## src/rtl/wc_pkg.sv

```systemverilog
// Shared constants and state encoding for the Winograd F(3,3) core and its input stage.
package wc_pkg;

  localparam int unsigned WC_DW   = 10;
  localparam int unsigned WC_TILE = 5;
  localparam int unsigned WC_M    = 3;
  localparam int unsigned WC_OVL  = 2;

  typedef enum logic [1:0] {
    FILL = 2'd0,
    EMIT = 2'd1,
    PAD  = 2'd2
  } wc_state_e;

endpackage

```

## src/rtl/wc_win_shift.sv

```systemverilog
// Sliding sample window: entry 0 (LSB slice) is the oldest, new samples enter at the top entry.
module wc_win_shift
  import wc_pkg::*;
#(
  parameter int unsigned DW   = WC_DW,
  parameter int unsigned TILE = WC_TILE
) (
  input  logic               clk_i,
  input  logic               rst_ni,
  input  logic               shift_en_i,
  input  logic               zero_fill_i,
  input  logic [DW-1:0]      data_i,
  output logic [DW*TILE-1:0] win_o
);

  logic [DW*TILE-1:0] win_q, win_d;
  logic [DW-1:0]      shift_in;

  assign shift_in = zero_fill_i ? '0 : data_i;

  always_comb begin
    win_d = win_q;
    if (shift_en_i) begin
      win_d = {shift_in, win_q[DW*TILE-1:DW]};
    end
  end

  always_ff @(posedge clk_i) begin
    if (!rst_ni) begin
      win_q <= '0;
    end else begin
      win_q <= win_d;
    end
  end

  assign win_o = win_q;

endmodule

```

## src/rtl/wc_tile_buffer.sv

```systemverilog
// Serial-to-tile input stage for WC: builds overlapping 5-sample tiles (stride 3) per row.
// Optional build macro WC_TILE_ZERO_PAD_EN zero-pads a partial final tile instead of dropping it.
module wc_tile_buffer
  import wc_pkg::*;
#(
  parameter int unsigned DW   = WC_DW,
  parameter int unsigned TILE = WC_TILE,
  parameter int unsigned M    = WC_M
) (
  input  logic               clk,
  input  logic               rst,
  input  logic               in_valid,
  output logic               in_ready,
  input  logic [DW-1:0]      in_data,
  input  logic               in_last,
  output logic               tile_valid,
  input  logic               tile_ready,
  output logic [DW*TILE-1:0] tile_data,
  output logic               tile_last
);

  localparam int unsigned   FW       = $clog2(TILE + 1);
  localparam logic [FW-1:0] FillFull = FW'(TILE);
  localparam logic [FW-1:0] FillOvl  = FW'(TILE - M);
  localparam logic [FW-1:0] FillOne  = FW'(1);

  wc_state_e state_q, state_d;

  logic [FW-1:0]      fill_q, fill_d;
  logic               row_end_q, row_end_d;
  logic               tile_valid_q;
  logic               tile_last_q;
  logic [DW*TILE-1:0] tile_data_q;

  logic               slot_free;
  logic               accept;
  logic               emit;
  logic               zero_fill;
  logic               shift_en;
  logic               partial;
  logic [DW*TILE-1:0] win;

  assign slot_free = !tile_valid_q || tile_ready;
  assign accept    = in_valid && in_ready;
  assign shift_en  = accept || zero_fill;

  wc_win_shift #(
    .DW  (DW),
    .TILE(TILE)
  ) u_win (
    .clk_i      (clk),
    .rst_ni     (rst),
    .shift_en_i (shift_en),
    .zero_fill_i(zero_fill),
    .data_i     (in_data),
    .win_o      (win)
  );

  // State register
  always_ff @(posedge clk) begin
    if (!rst) begin
      state_q <= FILL;
    end else begin
      state_q <= state_d;
    end
  end

  // Next state, fill count and row-end tracking
  always_comb begin
    state_d   = state_q;
    fill_d    = fill_q;
    row_end_d = row_end_q;
    partial   = 1'b0;
    unique case (state_q)
      FILL: begin
        if (accept) begin
          fill_d    = fill_q + FillOne;
          row_end_d = in_last;
          if (fill_d == FillFull) begin
            state_d = EMIT;
          end else begin
            partial = in_last;
          end
        end
      end
      EMIT: begin
        if (slot_free) begin
          if (row_end_q) begin
            state_d   = FILL;
            fill_d    = '0;
            row_end_d = 1'b0;
          end else begin
            // Overlap stays in the window; a concurrent accept extends it by one.
            state_d = FILL;
            fill_d  = accept ? FillOvl + FillOne : FillOvl;
            if (accept) begin
              row_end_d = in_last;
              if (fill_d == FillFull) begin
                state_d = EMIT;
              end else begin
                partial = in_last;
              end
            end
          end
        end
      end
      PAD: begin
        fill_d = fill_q + FillOne;
        if (fill_d == FillFull) begin
          state_d = EMIT;
        end
      end
      default: begin
        state_d = FILL;
      end
    endcase

    if (partial) begin
`ifdef WC_TILE_ZERO_PAD_EN
      state_d = PAD;
`else
      state_d   = FILL;
      fill_d    = '0;
      row_end_d = 1'b0;
`endif
    end
  end

  // Handshake and datapath control
  always_comb begin
    in_ready  = 1'b0;
    emit      = 1'b0;
    zero_fill = 1'b0;
    unique case (state_q)
      FILL: begin
        in_ready = rst;
      end
      EMIT: begin
        in_ready = rst && slot_free && !row_end_q;
        emit     = slot_free;
      end
      PAD: begin
        zero_fill = 1'b1;
      end
      default: begin
        in_ready = 1'b0;
      end
    endcase
  end

  always_ff @(posedge clk) begin
    if (!rst) begin
      fill_q       <= '0;
      row_end_q    <= 1'b0;
      tile_valid_q <= 1'b0;
      tile_last_q  <= 1'b0;
      tile_data_q  <= '0;
    end else begin
      fill_q    <= fill_d;
      row_end_q <= row_end_d;
      // The window register still holds the pre-shift tile during a concurrent accept.
      if (emit) begin
        tile_valid_q <= 1'b1;
        tile_data_q  <= win;
        tile_last_q  <= row_end_q;
      end else if (tile_ready) begin
        tile_valid_q <= 1'b0;
      end
    end
  end

  assign tile_valid = tile_valid_q;
  assign tile_data  = tile_data_q;
  assign tile_last  = tile_last_q;

endmodule

```

## config.mk

```make
export PLATFORM = sky130hd
export DESIGN_NAME = wc_tile_buffer
export DESIGN_NICKNAME = d
export VERILOG_FILES = /design/src/rtl/wc_pkg.sv /design/src/rtl/wc_win_shift.sv /design/src/rtl/wc_tile_buffer.sv
export SDC_FILE = /design/constraint.sdc
export NUM_CORES = 1
export LEC_CHECK = 0
export BUFFER_PORTS_ARGS = -buffer_cell sky130_fd_sc_hd__buf_2
export CAP_MARGIN = 5
export CORE_AREA = 2 2 92 94
export CTS_CLUSTER_SIZE = 12
export DETAILED_ROUTE_END_ITERATION = 16
export DIE_AREA = 0 0 94 96
export PLACE_DENSITY = 0.77
export SETUP_SLACK_MARGIN = 0.15
export SLEW_MARGIN = 20
export SYNTH_ARGS = -nofsm -noshare
export SYNTH_HDL_FRONTEND = slang
export SYNTH_SLANG_ARGS = --single-unit
```

## constraint.sdc

```tcl
create_clock -name clk -period 2 [get_ports clk]
set_input_delay 0.3 -clock clk [delete_from_list [all_inputs] [get_ports clk]]
set_output_delay 0.3 -clock clk [all_outputs]
set_load 0.005 [all_outputs]
```

# Word-level counts from Yosys, hierarchy flattened
# Index checks and enable logic that the tools add are counted.
# word_totals
register_bits,108
inputBits,15
elab_cells,60
# op_classes
n_bitwise,1
reduce_logical,15
muxes,30
n_eq_ne,6
addsub,1
# op_table
cell,n
1-bit 2-to-1 mux,18
10-bit 2-to-1 mux,1
3-bit one-hot mux with 3 select lines,1
2-bit 2-to-1 mux,4
3-bit 2-to-1 mux,2
1-bit one-hot mux with 2 select lines,3
2-bit one-hot mux with 3 select lines,1
3-bit AND reduction,2
2-bit inequality test (second input constant),2
2-bit nonzero test,2
3-bit by 1-bit adder with 3-bit output (second input constant),1
2-bit by 3-bit == test with 1-bit output (second input constant),1
3-bit == test (second input constant),1
1-bit logical AND,3
3-bit nonzero test,1
2-bit by 1-bit == test with 1-bit output (second input constant),1
2-bit == test (second input constant),1
1-bit zero test,2
2-bit zero test,1
1-bit logical OR,2
2-bit AND reduction,1
2-bit OR reduction,1
1-bit inverter,1

# Logic depth before layout (Yosys ltp)
# Gate-level depths: netlist of run 1.
# depth
ltp_word,14
mapped_depth,7

# Hierarchy
# From an unflattened synthesis of run 1, not the netlist that was laid out.
# hier_totals
cells_unflattened,441
hier_area_um2,4511.8
# by_module_without_submodules
mod,cells_each,n_inst,area_per_inst_um2
wc_tile_buffer,268,1,2566.2
wc_win_shift,173,1,1945.6

# Worst setup path after synthesis of run 1
# Ideal clock, no wire load.
# synth_path
kind,register to register
start,reg fill_q[0]
end,reg fill_q[0]
n_path_buf,0
path_stages_with_launch,6
t_required_ns,1.860
t_arrival_ns,1.253
setup_ns,0.140
setup_slack_ns,0.607
period_less_slack_ns,1.393
path_cell_list,dfxtp_1 > ha_1 > xnor2_1 > nor3b_1 > o31ai_1 > nor3_1
# synth_between
elab_chain_cells,6
word_cells_on_any_way,8
classes_between,add/sub: 1; eq/ne: 1; mux: 5; reduce/logical: 1
# synth_rtl
element,line_no,rtl
from (decl),wc_tile_buffer.sv:29,"logic [FW-1:0] fill_q, fill_d;"
from (signal assigned),wc_tile_buffer.sv:159,fill_q <= fill_d;
3-bit by 1-bit adder with 3-bit output *,"wc_tile_buffer.sv:77, wc_tile_buffer.sv:108",
3-bit == test,wc_tile_buffer.sv:79,if (fill_d == FillFull) begin
1-bit 2-to-1 mux,wc_tile_buffer.sv:79,
1-bit 2-to-1 mux,wc_tile_buffer.sv:76,if (accept) begin
1-bit one-hot mux with 2 select lines,wc_tile_buffer.sv:74,unique case (state_q)
2-bit OR reduction (no source line),--,
# Mark *: on every way between the ends. The rest lies on a longest branch, timed or not. The select of a mux whose other input is x is not followed.
# A chain may end at the register's enable or synchronous reset.

# Worst setup path in the final report of run 1
# Ends and elaborated chain as after synthesis.

==> results.md, run 1 <==
- The worst setup path is captured at a flop.
- The final count of hold timing violations came to 0.
- The relative slew slack is 0.552.
- The first global-routing pass estimated 14,500 microns of wire.
- The vertical die dimension is 96 microns.
- Setup repair after global routing left no endpoint under its margin.
- At the worst endpoint, the arrival time is 1.93 ns.
- The residual DRC count is 0.
- The number of global-route vias before repair came to 3,157.
- For the pin with the worst max-slew slack, the measured transition is 0.666 ns.
- The worst supply voltage drop on vdd is 504 uV.
- The tree is rooted in a sky130_fd_sc_hd__clkbuf_8.
- The via density per instance is 5.09.
- The clock buffer count from CTS is 9.
- The die is 94 microns wide.
- The total of warnings raised by yosys is 0.
- The die covers 9020 sq um.
- The number of antenna diodes in the final layout is 0.
- The footprint of the flip-flops and latches is 2140 sq um.
- The synthesized netlist net count is 501.
- The stage delay of the slowest cell on the critical path is 0.61 ns.
- Setup violations remaining at the end of the flow were counted as 0.
- On the critical path, the stage with the largest delay is an instance of sky130_fd_sc_hd__o31ai_1.
- The estimated wirelength of the detail-placed design is 5850 microns.
- For this run, the register share of the synthesized area comes to 0.489.
- The count of pins on the block boundary is 68.
- The DRC violation total after the first TritonRoute iteration is 188.
- The buffer levels on the longest clock path is 2.
- The routed wire length is 8500 microns.
- The flow ran to the end, and the final reports show no timing, DRC or antenna violations.
- The antenna violation net count after detailed routing is 0.
- The floorplan step defined a core boundary enclosing 8050 sq um.
- CTS built an H-tree with a depth of 3.
- The mean routed wirelength per cell is 13.2 microns.
- In the global route stage, overall resource usage came out at 0.200.
- The number of max-capacitance violations reported is 0.
- Entering global routing, the biggest net connects 55 pins.
- Across all layers, the routed design uses 3,267 vias.
- The filler cells instantiated in the layout total 731.
- Of all nets on the critical path, the largest fanout is 4.
- The summed negative setup slack over all endpoints is 0 ns.
- Traced cell by cell, the critical path runs through ha_1, xnor2_1, nor3b_1, o31ai_1, nor3_1.
- The clock latency of the later-clocked register in the worst-skew pair is 0.35 ns.
- Static timing analysis puts the maximum clock frequency at 583 MHz.
- The count of final max-slew check failures is 0.
- At the worst endpoint, the required time is 2.22 ns.
- Clock-pin slew was measured on the worst setup and hold paths at 0.09 ns.
- In the final layout, the multi-input gates occupy 1970 sq um.
- The area added between synthesis and finish is 10.2%.
- The power density over the cells is 727 nW/um^2.
- The net count of the finished layout is 550.
- The cell class contributing the biggest share of worst-path delay is compound AO/OA/AOI/OAI gates.
- The first TritonRoute pass finished after 5 iterations.
- Clock skew on the completed layout was measured at 0.0106 ns.
- Dividing the final minimum period by the clock period gives 0.857.
- The last weighted congestion value of the routability-driven placer is 0.812.
- The synthesized instance count is 484.
- The CTS tree is built.
- The initial core utilization is 0.545.
- The area of the mapped netlist is 4380 sq um.
- Counting I/O delays and the setup requirement, the final critical path takes 1.71 ns.
- The worst setup path is launched from a flop.
- In this run, distinct cell masters in the synthesized netlist total 36.
- Input and output buffers added on the ports amount to 67.
- The flip-flop and latch count after synthesis is 107.
- Summed over all cells, the static leakage comes to 1.74 nW.
- The count of buffering cells on the critical path with inverters included is 0.
- Counting every sink on the clock net gives 107.
- The final core utilization is 0.600.
- The type of the setup path with the least slack is reg2reg.
- After synthesis, the mean cell area works out to 9.06 sq um.
- The number of setup buffers added after CTS is 0.
- The layout cell share with drive strength beyond 1 is 0.270.
- The class of the tightest hold or removal check is in2reg.
- For this run the aggregate overflow at the end of global routing stands at 0.
- The floorplan has 33 rows.
- The number of antenna violations at the first check in global routing came to 0.
[registers in the layout (all words and copies together) (netlist names)]
signal / cells
row_end_q: 1
u_win.win_o: 50
state_q: 1
fill_q: 3
tile_data: 50
tile_valid: 1
tile_last: 1
[logic make-up (layout without fill, tap and decap cells)]
family	Yosys count	in the layout	synth area share
adders and majority gates	2	2	0.00571
AOI/OAI and AO/OA	112	112	0.235
and+or+nand+nor	222	222	0.202
xor gates and xnor gates	2	2	0.00400
DFF	107	107	0.489
buffers and inverters	39	92	0.0654
[routing by layer]
layer	GRT usage	vias up	part of all wire	wire, microns
met5	0	-	0	0
met4	0.0713	0	0.020	173
met3	0.0368	16	0.042	361
met2	0.325	70	0.46	3930
met1	0.268	1520	0.47	4030
li1	-	1661	-	-
[path summary, 6_finish.rpt]
check / start / cells after the start / slack, ns / end
setup / recovery: fill_q[0] / 5 / 0.29 / fill_q[0]
hold / removal: in_data[9] / 3 / 0.18 / u_win.win_o[49]
setup reg to reg: fill_q[0] / 5 / 0.29 / fill_q[0]
hold reg to reg: tile_data[37] / 2 / 0.46 / tile_data[37]
[cells in the mapped netlist]
cell type / instances / share of area
sky130_fd_sc_hd__a21oi_1: 1 / 0.0011
sky130_fd_sc_hd__xnor2_1: 2 / 0.0040
sky130_fd_sc_hd__o21a_1: 2 / 0.0034
sky130_fd_sc_hd__nor2b_4: 1 / 0.0031
sky130_fd_sc_hd__o211a_1: 1 / 0.0023
sky130_fd_sc_hd__o31ai_1: 1 / 0.0017
sky130_fd_sc_hd__buf_2: 12 / 0.014
sky130_fd_sc_hd__o211ai_1: 1 / 0.0017
sky130_fd_sc_hd__a311oi_1: 1 / 0.0020
sky130_fd_sc_hd__nand2b_1: 1 / 0.0014
sky130_fd_sc_hd__buf_12: 4 / 0.018
sky130_fd_sc_hd__ha_1: 2 / 0.0057
sky130_fd_sc_hd__dfxtp_1: 107 / 0.49
sky130_fd_sc_hd__nand2_4: 1 / 0.0026
sky130_fd_sc_hd__buf_6: 4 / 0.010
sky130_fd_sc_hd__clkbuf_1: 10 / 0.0086
sky130_fd_sc_hd__o311ai_0: 1 / 0.0020
sky130_fd_sc_hd__a21boi_0: 52 / 0.089
sky130_fd_sc_hd__a21oi_2: 1 / 0.0020
sky130_fd_sc_hd__nand2_1: 208 / 0.18
sky130_fd_sc_hd__nor2_1: 1 / 0.00086
sky130_fd_sc_hd__a21boi_1: 1 / 0.0017
sky130_fd_sc_hd__buf_4: 5 / 0.0086
sky130_fd_sc_hd__buf_8: 1 / 0.0034
sky130_fd_sc_hd__or2_2: 1 / 0.0014
sky130_fd_sc_hd__or4_1: 1 / 0.0017
sky130_fd_sc_hd__nor3b_1: 1 / 0.0017
sky130_fd_sc_hd__nor3_1: 1 / 0.0011
sky130_fd_sc_hd__a21boi_2: 49 / 0.13
sky130_fd_sc_hd__nand3b_1: 1 / 0.0017
sky130_fd_sc_hd__and3_2: 1 / 0.0017
sky130_fd_sc_hd__inv_1: 3 / 0.0026
sky130_fd_sc_hd__and3b_1: 1 / 0.0020
sky130_fd_sc_hd__nand4_1: 1 / 0.0014
sky130_fd_sc_hd__a211oi_1: 1 / 0.0017
sky130_fd_sc_hd__nor2b_1: 2 / 0.0029
[cells in the final DEF (no fill, tap or decap), types with 2 or more instances in the layout]
cell type                    instances
sky130_fd_sc_hd__a21boi_0           52
sky130_fd_sc_hd__a21boi_2           49
sky130_fd_sc_hd__buf_2              67
sky130_fd_sc_hd__buf_4               6
sky130_fd_sc_hd__clkbuf_8           11
sky130_fd_sc_hd__clkinvlp_4          2
sky130_fd_sc_hd__dfxtp_1           107
sky130_fd_sc_hd__ha_1                2
sky130_fd_sc_hd__inv_1               3
sky130_fd_sc_hd__nand2_1           208
sky130_fd_sc_hd__nor2b_4             2
sky130_fd_sc_hd__o21a_1              2
sky130_fd_sc_hd__xnor2_1             2
[worst register-to-register path, delay by kind of cell, from the launching register on]
kind | cells | cell delay (ns)
flops | 1 | 0.41
compound gates | 1 | 0.61
fa+ha+maj | 1 | 0.22
simple gates | 2 | 0.21
xor+xnor | 1 | 0.13
[power breakdown]
part,internal (mW),total [mW],leakage [nW],switching (mW)
clock network,0.518,1.20,0.0847,0.680
logic,0.0708,0.157,0.793,0.0857
registers,2.14,2.16,0.863,0.0143
total,2.73,3.51,1.74,0.780
[stage by stage]
step	power [mW]	area (sq um)	hold WS (ns)	cells	worst slack [ns]
floorplan	2.35	4380	0.435	484	0.607
global placement	2.36	4650	0.452	627	0.252
detailed placement	2.37	4650	0.453	627	0.145
CTS	3.55	4830	0.172	642	0.304
global route	3.65	4830	0.170	642	0.167
finish	3.51	4830	0.180	642	0.286
[timing repair]
action / CTS / global route
endpoints found under the setup margin: 7 / 0
gates resized for setup: 1 / 0
hold buffers: 0 / 0
[layout make-up]
type / count / share of cell area
Timing Repair Buffer: 74 / 0.0828
Clock inverter: 3 / 0.00492
Sequential cell: 107 / 0.443
Inverter: 3 / 0.00233
Clock buffer: 12 / 0.0321
Tap cell: 105 / 0.0272
Multi-Input combinational cell: 338 / 0.407
Power figures use the tool's default switching activity.
==> run 2, diff against run 1 <==
==> constraint.sdc (replaced) <==
create_clock -name clk -period 2 [get_ports clk]
set_input_delay 0.4 -clock clk [delete_from_list [all_inputs] [get_ports clk]]
set_output_delay 0.4 -clock clk [all_outputs]
set_load 0.005 [all_outputs]
==> run 2 against run 1 <==
Net effect:
- power up 0.88%
- clock-buffer cell count down 1
- register-to-register slack better by 0.07 ns
- flip-flop and latch count is the same
- non-clock buffer count increased by 1
- maximum frequency is essentially flat
- sequential share of layout area is 0.069 points lower
- setup slack worse by 0.00085 ns
- sequential power is essentially flat
- clock power hardly changed
- utilization increased by 0.093 points
- first-iteration DRC count up 4.8%
==> results.md, run 2 (synthesis results as in run 1) <==
- The run finished with clean final reports.
- From left edge to right edge, the die measures 94 microns.
- The antenna violation net count after detailed routing is 0.
- The die outline area is 9020 sq um.
- The cell at the root of the clock tree is sky130_fd_sc_hd__clkbuf_8.
- For this run, the number of standard cells in the final layout without fillers is 644.
- The worst register-to-register path ends at fill_q[0].
- The type of element capturing the critical path is an output port.
- After detailed routing, the number of vias per cell comes to 5.09.
- By startpoint and endpoint, the worst setup path is classified as reg2out.
- In the layout the commonest cells are sky130_fd_sc_hd__nand2_1 (208), sky130_fd_sc_hd__dfxtp_1 (107), sky130_fd_sc_hd__buf_2 (67).
- The first routing iteration left 197 violations.
- The CTS tree is built.
- The switching share of total power is 0.236.
- The final count of hold timing violations was 0.
- Of the total power, registers draw 0.609.
- The met3 layer wire length in the routed design is 334 microns.
- Summed over all nets, wire length on met2 after detailed routing comes to 3940 microns.
- The filler cell count in the final layout is 728.
- The min-delay analysis places its worst path in the category in2reg.
- The relative slew slack is 0.588.
- Of the total power, combinational logic draws 0.044.
- Cell internal power was estimated by the tool at 2.71 mW.
- The number of placed instances, taps included is 628.
- The detailed router put a total of 4180 microns of wire on met1.
- Along the worst hold path, the cell count comes to 3.
- The number of antenna diodes in the final layout is 0.
- The pin count of the biggest net entering global routing is 61.
- The vertical die dimension is 96 microns.
- The clock period could shrink to 1.72 ns.
- The initialized floorplan defines 33 standard-cell rows.
- The transition at the pin with the smallest max-transition slack is 0.612 ns.
- Of all nets on the critical path, the largest fanout is 7.
- The most common cell after layout, fill and taps aside is sky130_fd_sc_hd__nand2_1.
- The residual DRC count is 0.
- The count of pins on the block boundary is 68.
- Dividing the detail-routed wire length by the instance count gives 13.3 microns.
- Post-CTS timing repair inserted 0 buffers for setup.
- Setup slack on the worst reg-to-reg path comes out at 0.36 ns.
- The number of max-capacitance violations reported is 0.
- The number of global-route vias before repair is 3,001.
- Clock latency on the worst-skew pair, taken at its later pin, is 0.37 ns.
- For this design the ratio of total power to cell area is 732 nW/um^2.
- The leftover overflow at the end of global routing is 0.
- The clock tree skew after final layout is 0.0118 ns.
- The overall routing resource usage is 0.199.
- The clock buffer count from CTS is 9.
- The path with the worst hold slack has its endpoint at u_win.win_o[46].
- The summed negative setup slack over all endpoints is 0 ns.
- Across the VDD grid, the largest voltage drop is 420 uV.
- The area added between synthesis and finish is 10.4%.
- The first-pass GRT wire length is 14,200 microns.
- The first-pass detailed-route iteration total is 4.
- Of the available clock period, the critical path in the final layout requires 0.858.
- The CTS clock-pin slew for the worst setup and hold paths is 0.10 ns.
- The level count of the clock H-tree is 3.
- The hold buffer count at CTS is 0.
- The post-cts repair resize count is 0.
- The total vias in the final route is 3,279.
- The routed wire length is 8590 microns.
- The total leakage power is 1.75 nW.
- The last weighted congestion value of the routability-driven placer is 0.748.
- Of the cells placed in the final design, the portion with a size suffix greater than 1 is 0.273.
- For this configuration, the core starts out at a cell density of 0.545.
- The total area inside the core boundary comes to 8050 sq um.
- The CTS sink count is 107.
- The count of input and output buffers is 67.
- Static timing analysis puts the maximum clock frequency at 583 MHz.
- The hold path startpoint is in_data[6].
- Setup violations remaining at the end of the flow were counted as 0.
- For this design the total switching power over the nets is 836 uW.
- Detailed placement ended at an HPWL of 5720 microns.
- The number of antenna violations at the first check in global routing is 0.
- The count of final max-slew check failures is 0.
- The startpoint identified for the worst register-to-register timing path is fill_q[0].
- The count of cells along the worst register-to-register path is 5.
- The net count reported at finish is 551.
- The highest layer touched by signal routing is met4.
- STA puts the critical path data arrival time at 1.32 ns.
- STA classifies the critical path startpoint as a flop.
- Setup repair after global routing left no endpoint under its margin.
- Data on the critical path is required at its endpoint by 1.60 ns.
- Of the total power, the clock network draws 0.346.
- Counting along the longest clock path gives a buffer depth of 2.
[run 2: per-layer routing]
layer	up-vias	track usage
li1	1667	-
met1	1531	0.261
met2	69	0.329
met3	12	0.0345
met4	0	0.0773
met5	-	0
[run 2: final cells by class]
cell class	count	area (sq um)	area share
Timing Repair Buffer	75	408	0.0843
Inverter	3	11.3	0.00233
Clock buffer	11	141	0.0292
Sequential cell	107	2140	0.442
Clock inverter	5	37.5	0.00775
Multi-Input combinational cell	338	1970	0.407
Tap cell	105	131	0.0271
[run 2: power groups by stage]
stage | logic, mW | clock network, mW | registers, mW
floorplan | 0.141 | 0 | 2.20
global placement | 0.154 | 0 | 2.21
detailed placement | 0.156 | 0 | 2.21
CTS | 0.157 | 1.24 | 2.16
global route | 0.172 | 1.33 | 2.16
finish | 0.157 | 1.23 | 2.16
[run 2: how the worst max path moves through the flow]
stage,start,endpoint,depth (start not counted)
3_3_place_gp,in_valid,u_win.win_o[22],5
5_1_grt,tile_valid,in_ready,4
2_1_floorplan,fill_q[0],fill_q[0],5
6_report,tile_valid,in_ready,4
4_1_cts,tile_valid,in_ready,4
3_5_place_dp,in_valid,u_win.win_o[0],5
[run 2: critical path: stages, from the launching register on]
cell,delay [ns]
sky130_fd_sc_hd__dfxtp_1,0.36
sky130_fd_sc_hd__nor2b_4,0.25
sky130_fd_sc_hd__o21a_1,0.16
sky130_fd_sc_hd__nor2b_1,0.04
sky130_fd_sc_hd__buf_2,0.12
[run 2: per-stage QoR]
step	setup slack (ns)	utilization	total power, mW	hold slack (ns)	cell area (sq um)
CTS	0.272	0.601	3.56	0.256	4840
global route	0.203	0.601	3.67	0.260	4840
finish	0.285	0.601	3.54	0.263	4840
floorplan	0.607	-	2.35	0.441	4380
global placement	0.158	0.579	2.36	0.450	4660
detailed placement	0.119	0.579	2.37	0.453	4660
==> run 3, diff against run 2 <==
==> constraint.sdc (replaced) <==
create_clock -name clk -period 1.9 [get_ports clk]
set_input_delay 0.38 -clock clk [delete_from_list [all_inputs] [get_ports clk]]
set_output_delay 0.38 -clock clk [all_outputs]
set_load 0.005 [all_outputs]
==> run 3 against run 2 <==
Net effect:
- routed wire length is 0.63% higher
- critical path depth is the same
- final cell count unchanged
- combinational power rose by 5%
- global-route usage increased by 0.24 points
- clock power barely moved
- critical endpoint unchanged
- largest cell class unchanged
==> results.md, run 3 (synthesis results as in run 1) <==
- The run finished with clean final reports.
- The critical path required time is 1.52 ns.
- The summed negative setup slack over all endpoints is 0 ns.
- Clock skew on the completed layout was measured at 0.00947 ns.
- The final count of hold timing violations is 0.
- Setup repair after global routing left no endpoint under its margin.
- Max-cap violations in this run came to 0.
- In this run the remaining antenna-violating nets after routing total 0.
- The transition at the pin with the smallest max-transition slack is 0.614 ns.
- Dividing the detail-routed wire length by the instance count gives 13.4 microns.
- The area of all placed cells without fillers is 4840 sq um.
- The cell at the root of the clock tree is sky130_fd_sc_hd__clkbuf_8.
- The routed design has 8650 microns of wire.
- The count of final max-slew check failures came to 0.
- The count of pins on the block boundary is 68.
- The worst setup path is captured at an output port.
- In this run the worst path has a maximum fanout of 11.
- The width of the die is 94 microns.
- The residual DRC count is 0.
- The total leakage power is 1.75 nW.
- The library cells used most frequently in the layout, excluding fill and tap cells, are sky130_fd_sc_hd__nand2_1 (208), sky130_fd_sc_hd__dfxtp_1 (107), sky130_fd_sc_hd__buf_2 (67).
- Port buffering added 67 buffers.
- Walking the worst path, the cells encountered are buf_4, o21a_1, nor2b_1, buf_2.
- The total vias in the final route is 3,319.
- The vertical die dimension is 96 microns.
- Dividing the final minimum period by the clock period gives 0.865.
- The net count reported at finish is 551.
- Data on the critical path arrives at its endpoint at 1.26 ns.
- Buffers inserted during clock tree synthesis total 9.
- The number of hold buffers added after CTS was 0.
- The pre-antenna-repair detailed-routing pass consisted of 6 iterations.
- The cell class contributing the biggest share of worst-path delay is flip-flops.
- Global routing finished with a remaining overflow of 0.
- Detailed placement ended at an HPWL of 5800 microns.
- The number of antenna violations at the first check in global routing is 1.
- Measured against its own limit, the worst slew margin works out to 0.587.
- The startpoint type of the worst setup path is a flop.
- The CTS sink count is 107.
- The via density per instance is 5.15.
- Dividing total power by cell area gives a power density of 759 nW/um^2.
- The area after detailed placement is 4660 sq um.
- The initial utilization of the core area, before any placement, comes to 0.545.
- The path class of the tightest hold or removal check is in2reg.
- The level count of the clock H-tree is 3.
- The CTS clock-pin slew for the worst setup and hold paths is 0.10 ns.
- The first global-routing pass estimated 14,300 microns of wire.
- At the end of routability-driven placement, the weighted congestion stood at 0.782.
- The region available for standard cell placement spans 8050 sq um.
- The overall routing resource usage is 0.201.
- From synthesis to final layout, the design area changed by 10.5%.
- IR analysis of the VDD net gives a maximum drop of 511 uV.
- Setup violations remaining at the end of the flow were counted as 0.
- On the worst path, the slowest cell contributes a delay of 0.39 ns.
- The library cell used most frequently in the layout, excluding fill and tap cells, is sky130_fd_sc_hd__nand2_1.
- The buffer levels on the longest clock path is 2.
- The die outline area is 9020 sq um.
- The count of buffering cells on the critical path with inverters included is 2.
- The number of global-route vias before repair was 3,114.
- Row generation in the floorplan step produced 33 rows.
- Hold is met by 0.257 ns.
- The layout cell share with drive strength beyond 1 is 0.271.
- The pin count of the biggest net entering global routing is 57.
- The shortest clock period the worst path allows after layout is 1.64 ns.
- The detailed router finished its first iteration with 153 violations.
- The fmax is 608 MHz.
- 0 antenna diodes ended up in the layout.
- The slowest stage of the critical path belongs to the cell sky130_fd_sc_hd__dfxtp_1.
- The type of the setup path with the least slack is reg2out.
- The CTS tree is built.
- The clock latency of the later-clocked register in the worst-skew pair is 0.36 ns.
[run 3: cell types whose count changed in the layout (fill, tap and decap cells not counted)]
cell	previous run	this run
sky130_fd_sc_hd__buf_12	1	2
sky130_fd_sc_hd__clkbuf_8	10	9
sky130_fd_sc_hd__clkbuf_1	1	2
sky130_fd_sc_hd__buf_4	7	6
sky130_fd_sc_hd__clkinv_4	1	2
sky130_fd_sc_hd__clkinvlp_4	2	1
[run 3: where the power goes]
part / internal, mW / switching [mW] / total, mW
sequential: 2.26 / 0.0156 / 2.27
combinational: 0.0748 / 0.0901 / 0.165
clock: 0.486 / 0.753 / 1.24
total: 2.82 / 0.858 / 3.68
[run 3: cell type report]
class / instances / area [sq um]
flip-flops and latches: 107 / 2140
inverters: 3 / 11.3
repair buffers: 75 / 420
clock inverters: 5 / 38.8
well taps: 105 / 131
clock buffers: 11 / 131
fillers: 721 / 3210
multi-input cells: 338 / 1970
[run 3: worst paths after layout]
path,from,end,slack [ns],cells past startpoint
setup / recovery,state_q[0],in_ready,0.26,4
hold / removal,in_data[2],u_win.win_o[42],0.26,3
hold reg to reg,tile_data[19],tile_data[19],0.46,2
setup reg to reg,fill_q[0],fill_q[0],0.28,5
[run 3: worst reg2reg max path, delay by kind of cell (launching register included)]
kind	cells	cell delay, ns
compound gates	1	0.55
fa+ha+maj	1	0.23
simple gates	2	0.22
xor+xnor	1	0.14
flops	1	0.35
[run 3: stage by stage]
stage                     total power [mW]   util  setup slack, ns  cells
after CTS                             3.71  0.600            0.201    643
final                                 3.68  0.602            0.256    644
after detailed placement              2.49  0.579           0.0392    627
after floorplan                       2.47      -            0.507    484
after global routing                  3.81  0.602            0.153    644
after global placement                2.49  0.579           0.0901    627
[run 3: metal layers]
layer  GRT usage  part of all wire  up-vias
met4      0.0954             0.029        0
met2       0.324              0.47       84
met1       0.257              0.45     1550
li1            -                 -     1664
met5           0                 0        -
met3      0.0470             0.050       21
[run 3: timing repair]
item	CTS	global route
setup endpoints to repair	0	52
hold endpoints to repair	0	0
buffers inserted	0	1
resized for setup	0	1
